`src/rtl/half_add.sv`:
```
// Registered, width-parameterised bitwise half adder.
// Each lane computes sum = a ^ b and carry = a & b. There is no carry chain between lanes.
// Results are captured when in_valid is high and held otherwise.
// Optional feature: define HALF_ADD_CARRY_COUNT_EN to add the carry_cnt output.
// carry_cnt is the registered population count of the carry vector.
module half_add #(
  parameter int unsigned WIDTH = 1
) (
  input  logic             clk,
  input  logic             rst,
  input  logic             in_valid,
  input  logic [WIDTH-1:0] a,
  input  logic [WIDTH-1:0] b,
  output logic [WIDTH-1:0] sum,
  output logic [WIDTH-1:0] c_out,
  output logic             out_valid,
`ifdef HALF_ADD_CARRY_COUNT_EN
  output logic             carry_any,
  output logic [$clog2(WIDTH+1)-1:0] carry_cnt
`else
  output logic             carry_any
`endif
);

  logic [WIDTH-1:0] sum_d, sum_q;
  logic [WIDTH-1:0] c_out_d, c_out_q;
  logic             out_valid_d, out_valid_q;
  logic             carry_any_d, carry_any_q;

  // Next-state: capture a new sample only when qualified, otherwise hold.
  // The hold path never looks at a/b, so X on idle operands cannot leak through.
  always_comb begin
    sum_d       = sum_q;
    c_out_d     = c_out_q;
    carry_any_d = carry_any_q;
    out_valid_d = in_valid;
    if (in_valid) begin
      sum_d       = a ^ b;
      c_out_d     = a & b;
      carry_any_d = |(a & b);
    end
  end

  // State register; the synchronous reset overrides in_valid.
  always_ff @(posedge clk) begin
    if (rst) begin
      sum_q       <= '0;
      c_out_q     <= '0;
      out_valid_q <= 1'b0;
      carry_any_q <= 1'b0;
    end else begin
      sum_q       <= sum_d;
      c_out_q     <= c_out_d;
      out_valid_q <= out_valid_d;
      carry_any_q <= carry_any_d;
    end
  end

  assign sum       = sum_q;
  assign c_out     = c_out_q;
  assign out_valid = out_valid_q;
  assign carry_any = carry_any_q;

`ifdef HALF_ADD_CARRY_COUNT_EN
  localparam int unsigned CntW = $clog2(WIDTH + 1);

  logic [CntW-1:0] carry_cnt_d, carry_cnt_q;
  logic [WIDTH-1:0] carry_vec;

  assign carry_vec = a & b;

  // Population count of the lane carries, taken from the same sample as c_out.
  always_comb begin
    carry_cnt_d = carry_cnt_q;
    if (in_valid) begin
      carry_cnt_d = '0;
      for (int i = 0; i < int'(WIDTH); i++) begin
        carry_cnt_d = carry_cnt_d + CntW'(carry_vec[i]);
      end
    end
  end

  // Count register, same reset and hold rules as c_out.
  always_ff @(posedge clk) begin
    if (rst) begin
      carry_cnt_q <= '0;
    end else begin
      carry_cnt_q <= carry_cnt_d;
    end
  end

  assign carry_cnt = carry_cnt_q;
`endif

endmodule

```
`config.mk`:
```
export PLATFORM = sky130hd
export DESIGN_NAME = half_add
export DESIGN_NICKNAME = d
export VERILOG_FILES = /design/src/rtl/half_add.sv
export SDC_FILE = /design/constraint.sdc
export NUM_CORES = 1
export LEC_CHECK = 0
export ABC_AREA = 1
export BUFFER_PORTS_ARGS = -buffer_cell sky130_fd_sc_hd__buf_2
export CAP_MARGIN = 0
export CELL_PAD_IN_SITES_DETAIL_PLACEMENT = 2
export CELL_PAD_IN_SITES_GLOBAL_PLACEMENT = 2
export CORE_AREA = 2 2 39 41
export CTS_CLUSTER_DIAMETER = 200
export DETAILED_ROUTE_END_ITERATION = 8
export DIE_AREA = 0 0 41 43
export PLACE_DENSITY = 0.43
export RECOVER_POWER = 100
export SETUP_SLACK_MARGIN = 0.02
export SLEW_MARGIN = 20
export SYNTH_ARGS = -nofsm -noshare
export SYNTH_HDL_FRONTEND = slang
export SYNTH_SLANG_ARGS = --single-unit
```
`constraint.sdc`:
```
create_clock -name clk -period 0.8 [get_ports clk]
set_input_delay 0.16 -clock clk [delete_from_list [all_inputs] [get_ports clk]]
set_output_delay 0.16 -clock clk [all_outputs]
set_load 0.02 [all_outputs]
```
==> results_dict.tcl, run 1 <==
set metrics [dict create \
    core_sq_um 1384 \
    r2r-end "c_out" \
    end_kind "output pin" \
    worstPathMaxFanout 3 \
    r2r_start "c_out" \
    cp_top_family "flip-flops" \
    grt_antenna_before_repair 0 \
    cts-root-buf "clkbuf_4" \
    rsz0062_at_grt "yes" \
    post-route-util 0.1700 \
    start_util 0.09313 \
    cap_violations 0 \
    cts.sinks 3 \
    slew_violations 0 \
    grt_pass1_wl_um 538 \
    antenna_left 0 \
    tightest_slew_ps 213.9 \
    syn_area_per_cell_sq_um 7.160 \
    regArea_sq_um 63.81 \
    clock.fmax_mhz 1173 \
    gp_congestion 0.6882 \
    final_nets 36 \
    nFillCells 172 \
    hold_class "in -> reg" \
    drt_iter0_markers 1 \
    ir_worst_vdd_mv 0.3700 \
    r2r_setup_slack_ps 220 \
    yosysSeqAreaShare 0.4660 \
    violations "setup timing" \
    clkSlewWorstSetupHoldPaths_ps 40 \
    mostFrequentLayoutCells "nor2_1, inv_1, nand2_1, buf_6" \
    postCtsSetupRepairBufs 0 \
    dieArea_sq_um 1763 \
    power.density_nw_per_um2 2173 \
    grt_use_total 0.05416 \
    critPathSlowestCell "dfxtp_2" \
    fin_crit_ps 852.6 \
    grt_start_max_net_pins 6 \
    required_ps 640 \
    cp_slowest_stage_delay_ps 340 \
    synth_cell_types 6 \
    worst_setup_path_start_kind "flop" \
    synth_nets 24 \
    clock_latency_ps 230 \
    vias 142 \
    synth_area_sq_um 128.9 \
    cts.htree.levels 1 \
    worstHoldEndpoint "out_valid" \
    drt_pass1_iterations 2 \
    final_common_cell "nor2_1" \
    die_y_um 43 \
    die-width_um 41 \
    finalHoldViolCount 0 \
    fin_crit_sh 1.066 \
    drc 0 \
    outcome "finished, violations left" \
    wl_um 314 \
    p_leak_nw 0.1262 \
    fin_area_sq_um 235.2 \
    path_buf_inv 1 \
    arrival_ps 690 \
    cts_tree "done" \
    ys_seq_elements 3 \
    layout-area-overhead-vs-synth_pct 82.52 \
    dpl.hpwl_um 279.4 \
    grt_overflow 0 \
    critPathKind "reg -> out" \
    finClkSkew_ps 0 \
    vias_per_cell 3.156 \
    drive_gt1_frac 0.4483 \
    r2r_cells 2 \
    io_buffers 8 \
    fin_ws_ps -52.61 \
    cts-buffers-inserted 3 \
    placed_area_sq_um 181.4 \
    path_cells "buf_6" \
    multi_input_area_sq_um 46.29 \
    setup_viol 4 \
    yosys_warnings 0 \
    rows 14 \
    diodes 0 \
    cts_buffer_depth 2 \
    slew_headroom 0.8574 \
    wl_per_cell_um 6.978 \
    grt_pass1_vias 161 \
    postSynthCellCount 18 \
    pin_count 9 \
    hold_start "rst" \
    whs_path_depth 2 \
    postCtsHoldBufs 0 \
]
[registers in the layout (all words and copies together), names as in the netlist]
signal,count
sum,1
c_out,1
out_valid,1
[worst register-to-register path, cell delays in order, from the launching register on]
cell and delay, ps:
dfxtp_2 320, nor2_1 100, nor2_1 50
[kinds of logic (layout without fill, tap and decap cells)]
family                     count (synthesis)  after routing  synth area share
buffers and inverters                      5             16            0.1747
DFF                                        3              3            0.4660
and+or+nand+nor                            9              9            0.2621
adders and majority gates                  1              1           0.09707
[worst max-delay path by stage]
stage / start / endpoint / slack (ps) / cells after the start
after floorplan: c_out / carry_any / 20 / 1
after global placement: a / sum / -30 / 6
after detailed placement: a / sum / -40 / 6
after CTS: c_out / carry_any / -70 / 1
after global routing: c_out / carry_any / -80 / 1
final: c_out / carry_any / -50 / 1
[report_power, final]
group	leakage, nW	total [W]	switching (W)	internal (W)
registers	0.0258	0.000170	0.00000751	0.000163
logic	0.0854	0.0000783	0.0000390	0.0000393
clock network	0.0150	0.000263	0.0000761	0.000187
[per-stage QoR]
step,power [W],setup TNS [ps],std cells,setup slack [ps],hold slack [ps]
after floorplan,0.0002079,0,18,23.22,231.2
after global placement,0.0002322,-28.94,41,-28.94,343.1
after detailed placement,0.0002343,-39.39,41,-39.39,344.9
after CTS,0.0005324,-222.1,45,-71.92,85.25
after global routing,0.0005468,-257.8,45,-84.79,101.0
final,0.0005112,-155.6,45,-52.61,93.96
[layer usage]
| metal | track usage | part of all wire | up-vias | routed length, um |
|---|---|---|---|---|
| li1 | - | - | 73 | - |
| met1 | 0.04167 | 0.35 | 66 | 110 |
| met2 | 0.07188 | 0.63 | 3 | 199 |
| met3 | 0.01571 | 0.013 | 0 | 4 |
| met4 | 0.1000 | 0 | 0 | 0 |
| met5 | 0 | 0 | - | 0 |
[cell usage after synthesis, drive strengths merged]
| library cell | instances | area share |
|---|---|---|
| inv | 4 | 0.12 |
| nand2 | 4 | 0.12 |
| dfxtp | 3 | 0.47 |
| buf | 1 | 0.058 |
| nor2 | 5 | 0.15 |
| ha | 1 | 0.097 |
[layout make-up]
cell class / instances / area share
inverter: 4 / 0.06383
sequential: 3 / 0.2713
tap: 16 / 0.08511
timing repair buffer: 8 / 0.2713
clock buffer: 4 / 0.1117
multi-input combinational: 10 / 0.1968
[repair_timing]
item                                    in CTS  in global routing
endpoints found under the hold margin        0                  0
resized for setup                           11                  0
pin swaps                                    0                  0
endpoints found under the setup margin       4                  4
No activity file was read; power rests on OpenSTA's default activity.
==> run 2: changes to the inputs <==
--- a/config.mk
+++ b/config.mk
@@ -11,6 +11,7 @@
 export CELL_PAD_IN_SITES_DETAIL_PLACEMENT = 2
 export CELL_PAD_IN_SITES_GLOBAL_PLACEMENT = 2
 export CORE_AREA = 2 2 39 41
+export CTS_BUF_LIST = sky130_fd_sc_hd__clkbuf_16
 export CTS_CLUSTER_DIAMETER = 200
 export DETAILED_ROUTE_END_ITERATION = 8
 export DIE_AREA = 0 0 41 43
==> run 2 against run 1 <==
- the flow still finishes with violations (setup timing)
- final cell count did not move
- count of clock-buffer cells in the layout fell by 1
- flip-flop and latch count did not move
- sequential power barely moved
- clock power rose to 3.0 times the previous value
- register-to-register slack barely moved
- total power rose by 100%
- core utilization rose by 3.8 points
- setup slack improved by 11 ps
- wire length rose by 7.6%
- maximum frequency rose by 1.4%
- largest power group unchanged
==> results_dict.tcl, run 2 (synthesized netlist as in run 1, its figures left out) <==
set metrics [dict create \
    critPathSlowestCell "dfxtp_2" \
    gp_congestion 0.6882 \
    drive_gt1_frac 0.4483 \
    cp_slowest_stage_delay_ps 340 \
    end_kind "output pin" \
    tightest_slew_ps 208.3 \
    postCtsHoldBufs 0 \
    drt_iter0_markers 1 \
    io_buffers 8 \
    whs_path_depth 2 \
    drc 0 \
    mostFrequentLayoutCells "nor2_1, inv_1, nand2_1, buf_6" \
    fin_crit_sh 1.051 \
    grt_start_max_net_pins 6 \
    wl_um 338 \
    wl_per_cell_um 7.511 \
    slew_violations 0 \
    fin_crit_ps 841.1 \
    outcome "finished, violations left" \
    cts-root-buf "clkbuf_16" \
    dieArea_sq_um 1763 \
    ir_worst_vdd_mv 0.5152 \
    grt_overflow 0 \
    grt_use_total 0.06219 \
    worst_setup_path_start_kind "flop" \
    layout-area-overhead-vs-synth_pct 123.3 \
    finalHoldViolCount 0 \
    diodes 0 \
    post-route-util 0.2080 \
    pin_count 9 \
    grt_pass1_wl_um 586 \
    r2r_setup_slack_ps 220 \
    final_nets 36 \
    hold_class "in -> reg" \
    core_sq_um 1384 \
    post-place-cells 41 \
    clock_latency_ps 220 \
    hold_start "rst" \
    violations "setup timing" \
    total_power_w 0.001032 \
    rsz0062_at_grt "yes" \
    instances_no_fill 45 \
    die_y_um 43 \
    drt_pass1_iterations 2 \
    p_leak_nw 0.1535 \
    die-width_um 41 \
    postCtsSetupRepairBufs 0 \
    rows 14 \
    r2r_cells 2 \
    cts_buffer_depth 2 \
    grt_antenna_before_repair 0 \
    cp_top_family "flip-flops" \
    nFillCells 162 \
    arrival_ps 680 \
    cap_violations 0 \
    grt_pass1_vias 159 \
    path_cells "buf_6" \
    start_util 0.09313 \
    r2r-end "c_out" \
    vias_per_cell 3.133 \
    power.density_nw_per_um2 3586 \
    critPathKind "reg -> out" \
    cts.htree.levels 1 \
    required_ps 640 \
    clock.fmax_mhz 1189 \
    antenna_left 0 \
    clkSlewWorstSetupHoldPaths_ps 30 \
    cts.sinks 3 \
    placed_area_sq_um 181.4 \
    fin_ws_ps -41.12 \
    setup_viol 4 \
    slew_headroom 0.8611 \
    r2r_start "c_out" \
    finClkSkew_ps 0 \
    dpl.hpwl_um 279.4 \
    worstHoldEndpoint "out_valid" \
    path_buf_inv 1 \
    cts_tree "done" \
    cts-buffers-inserted 3 \
    fin_area_sq_um 287.8 \
    worstPathMaxFanout 3 \
    vias 141 \
]
run 2: where the power goes:
group          total [W]  internal (W)  leakage (nW)  switching [W]
clock           0.000783      0.000645        0.0423       0.000139
sequential      0.000170      0.000163        0.0258     0.00000735
combinational  0.0000783     0.0000393        0.0854      0.0000389
run 2: worst max path at each step:
stage	startpoint	endpoint	slack, ps	cells after the start
2_1_floorplan	c_out	carry_any	20	1
3_3_place_gp	a	sum	-30	6
3_5_place_dp	a	sum	-40	6
4_1_cts	c_out	carry_any	-50	1
5_1_grt	c_out	carry_any	-70	1
6_report	c_out	carry_any	-40	1
run 2: layout make-up:
class	count	area [sq um]	share of cell area
Clock buffer	3	75.07	0.2609
Sequential cell	3	63.81	0.2217
Timing Repair Buffer	8	63.81	0.2217
Multi-Input combinational cell	10	46.29	0.1609
Tap cell	16	20.02	0.06957
Inverter	4	15.01	0.05217
Clock inverter	1	3.754	0.01304
run 2: routing by layer:
metal  GRT usage  wire, um  up-vias
met3     0.03141        13        2
met5           0         0        -
met2     0.07188       198        5
met1     0.04808       117       63
li1            -         -       71
met4      0.1200         9        0
run 2: per-stage QoR:
stage | hold slack (ps) | setup TNS [ps] | setup slack (ps)
floorplan | 231.2 | 0 | 23.22
detailed placement | 344.9 | -39.39 | -39.39
global route | 116.2 | -193.8 | -68.62
finish | 104.4 | -112.5 | -41.12
CTS | 103.1 | -150.8 | -53.02
global placement | 343.1 | -28.94 | -28.94
run 2: timing repair:
action,CTS,global route
setup endpoints to repair,4,4
resized for setup,11,0
pin swaps,0,0
==> run 3: changes to the inputs <==
--- a/config.mk
+++ b/config.mk
@@ -17,6 +17,7 @@
 export DIE_AREA = 0 0 41 43
 export PLACE_DENSITY = 0.43
 export RECOVER_POWER = 100
+export REMOVE_ABC_BUFFERS = 1
 export SETUP_SLACK_MARGIN = 0.02
 export SLEW_MARGIN = 20
 export SYNTH_ARGS = -nofsm -noshare
==> run 3 against run 2 <==
- the flow still finishes with violations (setup timing)
- die area unchanged
- core utilization did not move
- final cell count did not move
- via count unchanged
- global-route usage down 0.21 points
- total power is 0.35% higher
- setup slack barely moved
- register-to-register slack about the same
==> results_dict.tcl, run 3 (synthesized netlist as in run 1, its figures left out) <==
set metrics [dict create \
    vias 141 \
    fin_crit_ps 840.7 \
    grt_antenna_before_repair 0 \
    slew_violations 0 \
    grt_pass1_wl_um 572 \
    mostFrequentLayoutCells "nor2_1, inv_1, nand2_1, buf_6" \
    setup_viol 4 \
    cts-resized-gates 11 \
    power.density_nw_per_um2 3599 \
    cts_buffer_depth 2 \
    gp_congestion 0.5261 \
    r2r_cells 2 \
    cts.sinks 3 \
    cap_violations 0 \
    final_nets 36 \
    cp_slowest_stage_delay_ps 340 \
    cts-root-buf "clkbuf_16" \
    post-route-util 0.2080 \
    instances_no_fill 45 \
    worstPathMaxFanout 3 \
    rsz0062_at_grt "yes" \
    layout-area-overhead-vs-synth_pct 123.3 \
    drc 0 \
    cts-buffers-inserted 3 \
    cts_tree "done" \
    die_y_um 43 \
    clkSlewWorstSetupHoldPaths_ps 30 \
    critPathKind "reg -> out" \
    die-width_um 41 \
    end_kind "output pin" \
    clock_latency_ps 220 \
    worst_setup_path_start_kind "flop" \
    path_cells "buf_6" \
    finalHoldViolCount 0 \
    core_sq_um 1384 \
    cts.htree.levels 1 \
    hold_class "in -> reg" \
    finClkSkew_ps 0 \
    pin_count 9 \
    drive_gt1_frac 0.4483 \
    dieArea_sq_um 1763 \
    grt_use_total 0.06006 \
    grt_overflow 0 \
    grt_start_max_net_pins 6 \
    placed_area_sq_um 181.4 \
    tns_ps -110.0 \
    wl_per_cell_um 7.600 \
    slew_headroom 0.8633 \
    vias_per_cell 3.133 \
    drt_iter0_markers 0 \
    ir_worst_vdd_mv 0.5838 \
    crit_cells 1 \
    violations "setup timing" \
    diodes 0 \
    clock.fmax_mhz 1189 \
    fin_ws_ps -40.71 \
    required_ps 640 \
    start_util 0.09313 \
    postCtsHoldBufs 0 \
    post-place-cells 41 \
    fin_crit_sh 1.051 \
    outcome "finished, violations left" \
    tightest_slew_ps 205.1 \
    fin_area_sq_um 287.8 \
    wl_um 342 \
    arrival_ps 680 \
    postCtsSetupRepairBufs 0 \
    dp_slack_ps -36.46 \
    critPathSlowestCell "dfxtp_2" \
    cp_top_family "flip-flops" \
    p_leak_nw 0.1535 \
    antenna_left 0 \
    path_buf_inv 1 \
    whs_path_depth 2 \
    grt_pass1_vias 156 \
    rows 14 \
    io_buffers 8 \
    drt_pass1_iterations 1 \
]
run 3: cell counts in the layout (fill, tap and decap cells not counted):
Identical to the previous run, type by type.
run 3: worst paths after layout:
kind              start        end  slack (ps)
setup reg to reg  c_out      c_out         220
hold / removal      rst  out_valid         100
hold reg to reg     sum        sum         480
setup / recovery  c_out  carry_any         -40
run 3: cell type report:
cell class,count,area (sq um)
inverters,4,15.01
clock buffers,3,75.07
multi-input cells,10,46.29
clock inverters,1,3.754
fillers,168,1096
well taps,16,20.02
flip-flops and latches,3,63.81
repair buffers,8,63.81
run 3: stage by stage:
stage,total power (W),hold slack (ps)
6_report,0.001036,103.7
3_3_place_gp,0.0002325,339.5
4_1_cts,0.001059,102.7
3_5_place_dp,0.0002330,343.0
5_1_grt,0.001083,115.0
2_1_floorplan,0.0002037,231.2
run 3: where the power goes:
group | leakage, nW | internal [W] | switching (W)
clock network | 0.0423 | 0.000645 | 0.000142
registers | 0.0258 | 0.000163 | 0.00000709
logic | 0.0854 | 0.0000392 | 0.0000398
total | 0.154 | 0.000847 | 0.000189
run 3: layer usage:
layer  part of all wire  track usage
met5                  0            0
met3              0.067      0.04712
met2               0.63      0.09063
met1               0.27      0.03185
met4              0.029      0.08000
